[src/rtl/posit_encoder.sv]
// Final posit packing stage: regime/exponent/fraction packing, RNE rounding,
// saturation and sign negation, with a valid/ack handshake on both sides.
module posit_encoder #(
  parameter int N = 32
) (
  input  logic         clk,
  input  logic         rst_n,
  input  logic         in_valid,
  input  logic         sign_in,
  input  logic         zero_in,
  input  logic         nar_in,
  input  logic [5:0]   adj_k,
  input  logic [2:0]   adj_exp,
  input  logic [63:0]  mant_adj,
  input  logic         out_ack,
  output logic         recieved,
  output logic [N-1:0] posit_out,
  output logic         out_valid,
  output logic         busy
);

  localparam int ES = 3;
  localparam logic signed [7:0] SAT_HI = 8'(N-2);
  localparam logic signed [7:0] SAT_LO = -SAT_HI;

  typedef enum logic [2:0] {IDLE, LOAD, PACK, ROUND, DONE} state_t;

  state_t r_state, w_state_nxt;

  logic              r_armed, r_busy;
  logic              r_sign, r_zero, r_nar;
  logic [5:0]        r_k;
  logic [ES-1:0]     r_exp;
  logic [61:0]       r_frac;
  logic [N-2:0]      r_body;
  logic              r_guard, r_sticky;
  logic [N-1:0]      r_posit;

  logic              w_capture;
  logic signed [7:0] w_k;
  logic [7:0]        w_kneg;
  logic [6:0]        w_run, w_len;
  logic [ES+61:0]    w_tail;
  logic [127:0]      w_regime, w_f;
  logic              w_rnd_up;
  logic [N-2:0]      w_body_r;
  logic [N-1:0]      w_word, w_mag;
  logic              w_unused_msb;

  // The leading "01" of the normalised mantissa is implied by the format.
  assign w_unused_msb = &{1'b0, mant_adj[63:62]};

  assign w_capture = (r_state == IDLE) && in_valid && r_armed;

  always_comb begin
    w_state_nxt = r_state;
    case (r_state)
      IDLE:    if (w_capture) w_state_nxt = LOAD;
      LOAD:    w_state_nxt = PACK;
      PACK:    w_state_nxt = ROUND;
      ROUND:   w_state_nxt = DONE;
      DONE:    if (out_ack) w_state_nxt = IDLE;
      default: w_state_nxt = IDLE;
    endcase
  end

  always_ff @(posedge clk or negedge rst_n) begin
    if (!rst_n) begin
      r_state <= IDLE;
      r_busy  <= 1'b0;
      r_armed <= 1'b1;
    end else begin
      r_state <= w_state_nxt;
      r_busy  <= (w_state_nxt != IDLE);
      // Upstream done may linger after the acknowledge; re-arm only once it drops.
      if (w_capture)     r_armed <= 1'b0;
      else if (!in_valid) r_armed <= 1'b1;
    end
  end

  always_ff @(posedge clk or negedge rst_n) begin
    if (!rst_n) begin
      r_sign <= 1'b0;
      r_zero <= 1'b0;
      r_nar  <= 1'b0;
      r_k    <= '0;
      r_exp  <= '0;
      r_frac <= '0;
    end else if (w_capture) begin
      r_sign <= sign_in;
      r_zero <= zero_in;
      r_nar  <= nar_in;
      r_k    <= adj_k;
      r_exp  <= adj_exp;
      r_frac <= mant_adj[61:0];
    end
  end

  // Extended body in a 128-bit frame: regime run, terminator, exponent, fraction.
  assign w_k    = {{2{r_k[5]}}, r_k};
  assign w_kneg = -w_k;
  assign w_tail = {r_exp, r_frac};

  always_comb begin
    w_run    = '0;
    w_regime = '0;
    if (!r_k[5]) begin
      w_run    = {1'b0, r_k} + 7'd1;
      w_regime = ~({128{1'b1}} >> w_run);
    end else begin
      w_run    = w_kneg[6:0];
      w_regime = {1'b1, 127'b0} >> w_run;
    end
  end

  assign w_len = w_run + 7'd1;
  assign w_f   = w_regime | ({w_tail, {(128-ES-62){1'b0}}} >> w_len);

  always_ff @(posedge clk or negedge rst_n) begin
    if (!rst_n) begin
      r_body   <= '0;
      r_guard  <= 1'b0;
      r_sticky <= 1'b0;
    end else if (r_state == PACK) begin
      r_body   <= w_f[127 -: (N-1)];
      r_guard  <= w_f[128-N];
      r_sticky <= |(w_f & ({128{1'b1}} >> N));
    end
  end

  assign w_rnd_up = r_guard & (r_sticky | r_body[0]);

  always_comb begin
    w_body_r = r_body;
    if (w_rnd_up && !(&r_body)) w_body_r = r_body + 1'b1;
    // Saturation wins over rounding; a nonzero value never collapses to zero.
    if (w_k >= SAT_HI)      w_body_r = '1;
    else if (w_k <= SAT_LO) w_body_r = {{(N-2){1'b0}}, 1'b1};
  end

  assign w_mag = {1'b0, w_body_r};

  always_comb begin
    w_word = r_sign ? (~w_mag + 1'b1) : w_mag;
    if (r_nar)       w_word = {1'b1, {(N-1){1'b0}}};
    else if (r_zero) w_word = '0;
  end

  always_ff @(posedge clk or negedge rst_n) begin
    if (!rst_n)                r_posit <= '0;
    else if (r_state == ROUND) r_posit <= w_word;
  end

  assign recieved  = (r_state == LOAD);
  assign out_valid = (r_state == DONE);
  assign busy      = r_busy;
  assign posit_out = r_posit;

endmodule

[config.mk]
export PLATFORM = sky130hd
export DESIGN_NAME = posit_encoder
export DESIGN_NICKNAME = d
export VERILOG_FILES = /design/src/rtl/posit_encoder.sv
export SDC_FILE = /design/constraint.sdc
export NUM_CORES = 1
export LEC_CHECK = 0
export BUFFER_PORTS_ARGS = -buffer_cell sky130_fd_sc_hd__clkbuf_2
export CAP_MARGIN = 40
export CORE_MARGIN = 5
export CORE_UTILIZATION = 45
export CTS_BUF_LIST = sky130_fd_sc_hd__clkbuf_4
export CTS_CLUSTER_DIAMETER = 40
export DETAILED_ROUTE_END_ITERATION = 6
export PLACE_DENSITY_LB_ADDON = 0.05
export SYNTH_ARGS = -nofsm -noshare
export SYNTH_HDL_FRONTEND = slang
export SYNTH_SLANG_ARGS = --single-unit
[constraint.sdc]
create_clock -name clk -period 7.9 [get_ports clk]
set_input_delay 0.79 -clock clk [delete_from_list [all_inputs] [get_ports clk]]
set_output_delay 0.79 -clock clk [all_outputs]
set_load 0.01 [all_outputs]
Word-level counts from Yosys, hierarchy flattened:

Cells that the tools add are included.

* bits in registers: 144
* bits in latches: 0
* RAM bits: 0
* ROM bits: 0
* input port bits: 80
* output and inout bits: 35
* word-level logic and storage cells: 54
* memories kept: 0

* $add $sub $neg: 5
* multiply operators: 0
* divide/modulo/power cells: 0
* order comparisons: 2
* equal/unequal tests: 5
* shift operators: 3
* muxes and demuxes: 13
* bitwise logic cells: 5
* reductions and logical operators: 8

Operators with widths (number)
* $shr 128x7->128 const A: 2
* $mux 128: 1
* $not 128->128: 1
* $or 128x128->128: 1
* $shr 128x7->128: 1
* $mux 32: 3
* $reduce_or 96->1: 1
* $mux 31: 3
* $add 32x1->32 const B: 1
* $not 31->32: 1
* $add 31x1->31 const B: 1
* $reduce_and 31->1: 1
* $pmux 3 s5: 1
* $add 6x1->7 const B: 1
* $add 7x1->7 const B: 1
* $mux 7: 1
* $neg 6->7: 1
* $eq 3x2->1 const B: 2
* $ge 6x6->1 const B: 1
* $le 6x6->1 const B: 1
* $mux 3: 2
* $eq 3x1->1 const B: 1
* $eq 3x3->1 const B: 1
* $logic_and 1x1->1: 3
* 7 further kinds: 8

Logic depth before layout (Yosys ltp):

* word-level depth: 11
* depth in mapped cells: 21
* mapped depth without buffers: 14

Worst setup path after synthesis:

OpenSTA, ideal clock, no wires.

* kind: reg-to-reg
* from: register r_k[1]
* to: register r_sticky
* arrival time: 4.394 ns
* data required time: 7.770 ns
* setup slack: 3.376 ns
* cell stages (with the launch flop): 20
* path buffers: 5
* period minus slack after synthesis: 4.524 ns
* cells stage by stage: dfrtp_1 buf_2 clkbuf_1 inv_1 ha_1 inv_1 ha_1 buf_2 mux2i_4 xnor2_1 buf_2 buf_4 mux2i_1 mux2i_1 mux2i_1 nand4b_1 or4_1 or4_1 a211oi_1 a31oi_1

* longest elaborated chain between the ends: 6
* elaborated cells between the ends (all ways): 11
* those cells by class: 3 x add/sub; 3 x shift; 2 x mux; 2 x bitwise; 1 x reduce/logical

Ends and longest elaborated chain
* start, declared: line 32 `logic [5:0] r_k;`
* start signal, assigned: line 93 `r_k <= adj_k;`
* $add 6x1->7 or $neg 6->7 (tied branches): line 108, 101
* $mux 7 or $shr 128x7->128 (tied branches): line 107, 109
* $add 7x1->7 or $not 128->128 (tied branches): line 116, 109
* $shr 128x7->128 or $mux 128 (tied branches): line 117, 107
* $or 128x128->128 (*): line 117 `assign w_f = w_regime | ({w_tail, {(128-ES-62){1'b0}}} >> w_len);`
* $reduce_or 96->1 (*): line 127 `r_sticky <= |(w_f & ({128{1'b1}} >> N));`
* end signal, assigned: line 127
* end, declared: line 36 `logic r_guard, r_sticky;`

Mark *: on every way between the ends. The rest lies on a longest branch, timed or not.
A chain may end at the register's enable or synchronous reset.

Worst setup path after layout:

* from: register r_k[0]
* to: register r_sticky

The elaborated chain is that of the path after synthesis.

==> metrics.txt <==
status=finished clean; PortBufs=around 110; Starting Density=45.9%; fmax=around 200 MHz; fin. max-slew vios=0; largest net degree at the start of global routing=84; critical path's largest stage delay=just under 0.6 ns; Slew HR=between 40% and 50%; syn avg cell area=slightly below 9 sq um; Final HPWL DP=about 27000 microns; total grt overflow=0; total CTS buffers=17; final wirelength=~35000 microns; vias in the first global route=10500; All-Layer GR Usage=between 20% and 30%; RSZ-0062 raised after global routing=false; capturing point of the worst reg2reg path=r_sticky$_DFFE_PN0P_; RePlAce Congestion=roughly 0.95; grt met2 use=between 40% and 50%; DRC viols=0; Slowest-stage cell, CP=or4_1; Reg clk slew, reported paths=about 0.16 ns; number of DRC markers in iteration 0=about 670; Die Wd=about 170 microns; CP Class=reg -> reg; worst r2r src=r_k[0]$_DFFE_PN0P_; I/O Pins=115; Seq cells post-synth=between 100 and 150; hold-fix buffers at CTS=0; clock buffer depth=2; die area=approximately 30000 sq um; crit path launch type=register; wire length per cell=roughly 20 microns; Final min period=a little over 5 ns; CTS tree=yes; row count=59; Hold WC Path Type=in -> async; gr busiest metal=met2; nets=roughly 1500; CTS root buf=clkbuf_4; period utilization=63.8%; Slew @ Worst Pin=between 0.8 and 0.9 ns; Fin Setup TNS=0 ns; Die Y=174 microns; initial antenna violation count=1; global-route wire length before repair=about 57000 microns; Worst Path Required=~8.4 ns; vias per cell=between 5 and 6; M3 GR Usage=roughly 2.6%; fraction of layout cells with a size suffix above 1=between 20% and 30%; fraction of registers with async set/reset=100%; Clock Sinks=144; Synth cell types=90; DRT Pass-1 Iters=6; critical path cell sequence=inv_1 -> ha_1 -> inv_1 -> ha_1 -> mux2i_4 -> xnor2_2 -> buf_4 -> mux2i_1 -> mux2i_1 -> mux2_2 -> nand4b_1 -> or4_1 -> or4_1 -> a211oi_1 -> a31oi_1; ys flop type=dfrtp_1; most frequent cells in the layout=156 x nand2_1, 149 x mux2i_1, 143 x dfrtp_1; endpoints failing hold=0; Max FO, Critical Path=28; synthesized instance count=1386; area of the mapped netlist=about 12000 sq um; Post-Syn Nets=between 1000 and 1500; area delta synth->final=8.91%; postcts setup bufs=0; H-tree depth=4; Post-DRT Antenna Nets=0; crit end category=register; clock skew=between 0.03 and 0.04 ns; Clock Latency Late Sink=approximately 0.59 ns; R2R depth=15; most common cell after layout, fill and taps aside=nand2_1; CP Data Arrival Time=about 5.5 ns; CTS-repair resized insts=0; EDFF count, synth=0; Max-cap violations=0; global routing met1 resource utilization=between 20% and 30%; Setup violations, final=0; r2r setup slk=approximately 2.9 ns; YS warnings=0; vias=10700; core area=between 20000 and 30000 sq um; post-synthesis sequential area ratio=about 30%
-- cells in the mapped netlist (18+ instances only) --
master	count	area [sq um]
nand2_1	156	586
mux2i_1	149	1490
dfrtp_1	143	3580
o21ai_0	93	465
a21oi_1	80	400
nor2_1	76	285
mux2_2	74	833
clkbuf_1	61	229
nand3_1	45	225
buf_2	37	185
nor3_1	35	175
xnor2_1	30	263
nand4_1	27	169
xor2_1	22	193
a31oi_1	21	131
inv_1	18	67.6
-- state kept, by name, indices dropped and copies added, names as in the netlist --
signal	cells
r_body	31
r_sticky	1
busy	1
r_k	6
r_state	3
r_frac	62
r_nar	1
r_zero	1
posit_out	32
r_armed	1
r_sign	1
r_exp	3
r_guard	1
-- cell families (layout without fill, tap and decap cells) --
family,count (synthesis),after routing,share of synthesized area [%]
AO/OA/AOI/OAI,351,351,19.0
XOR/XNOR,58,58,4.95
adder cells (fa/ha/maj),12,12,1.25
buffers and inverters,130,189,4.75
flip-flops,144,144,30.0
multiplexers,231,231,20.8
other,0,2,0
AND/OR/NAND/NOR,460,460,19.3
-- final cells by class --
cell class / count / area, sq um
Antenna cell: 2 / 5.00
Clock buffer: 17 / 128
Clock inverter: 15 / 188
Fill cell: 2572 / 13100
Inverter: 19 / 71.3
Multi-Input combinational cell: 1112 / 7900
Sequential cell: 144 / 3600
Tap cell: 335 / 419
Timing Repair Buffer: 138 / 786
-- worst max-delay path by stage --
stage | startpoint | slack [ns] | cells after the start | end
CTS | r_k[0]$_DFFE_PN0P_ | 2.92 | 15 | r_sticky$_DFFE_PN0P_
detailed placement | r_k[0]$_DFFE_PN0P_ | 2.93 | 15 | r_sticky$_DFFE_PN0P_
finish | r_k[0]$_DFFE_PN0P_ | 2.86 | 15 | r_sticky$_DFFE_PN0P_
global placement | r_k[0]$_DFFE_PN0P_ | 2.93 | 16 | r_sticky$_DFFE_PN0P_
global route | r_k[0]$_DFFE_PN0P_ | 2.52 | 15 | r_sticky$_DFFE_PN0P_
floorplan | r_k[1]$_DFFE_PN0P_ | 3.38 | 19 | r_sticky$_DFFE_PN0P_
-- worst max-delay path, delay by kind of cell, from the launching register on --
family | cells | cell delay, ns
buffers and inverters | 3 | 0.72
XOR/XNOR | 1 | 0.14
adder cells (fa/ha/maj) | 2 | 0.64
AO/OA/AOI/OAI | 2 | 0.33
flip-flops | 1 | 0.52
multiplexers | 4 | 1.34
AND/OR/NAND/NOR | 3 | 1.24
-- metal layers --
layer  wire length (microns)  vias to the layer above
li1                        -                     5267
met1                   14800                     5050
met2                   17900                      274
met3                    1190                       69
met4                    1240                        0
met5                       0                        -
-- stage by stage --
step | utilization, % | area [sq um] | worst slack, ns | instances | hold slack, ns
after floorplan | - | 12000 | 3.38 | 1386 | 0.460
after global placement | 48.6 | 12700 | 2.93 | 1746 | 0.460
after detailed placement | 48.8 | 12800 | 2.93 | 1748 | 0.469
after CTS | 50.0 | 13100 | 2.92 | 1780 | 0.211
after global routing | 50.0 | 13100 | 2.52 | 1782 | 0.232
final | 50.0 | 13100 | 2.86 | 1782 | 0.204
Power is left out: the tool's default activity adds up to more than one toggle a clock period on the data nets, which glitch-free logic cannot reach.
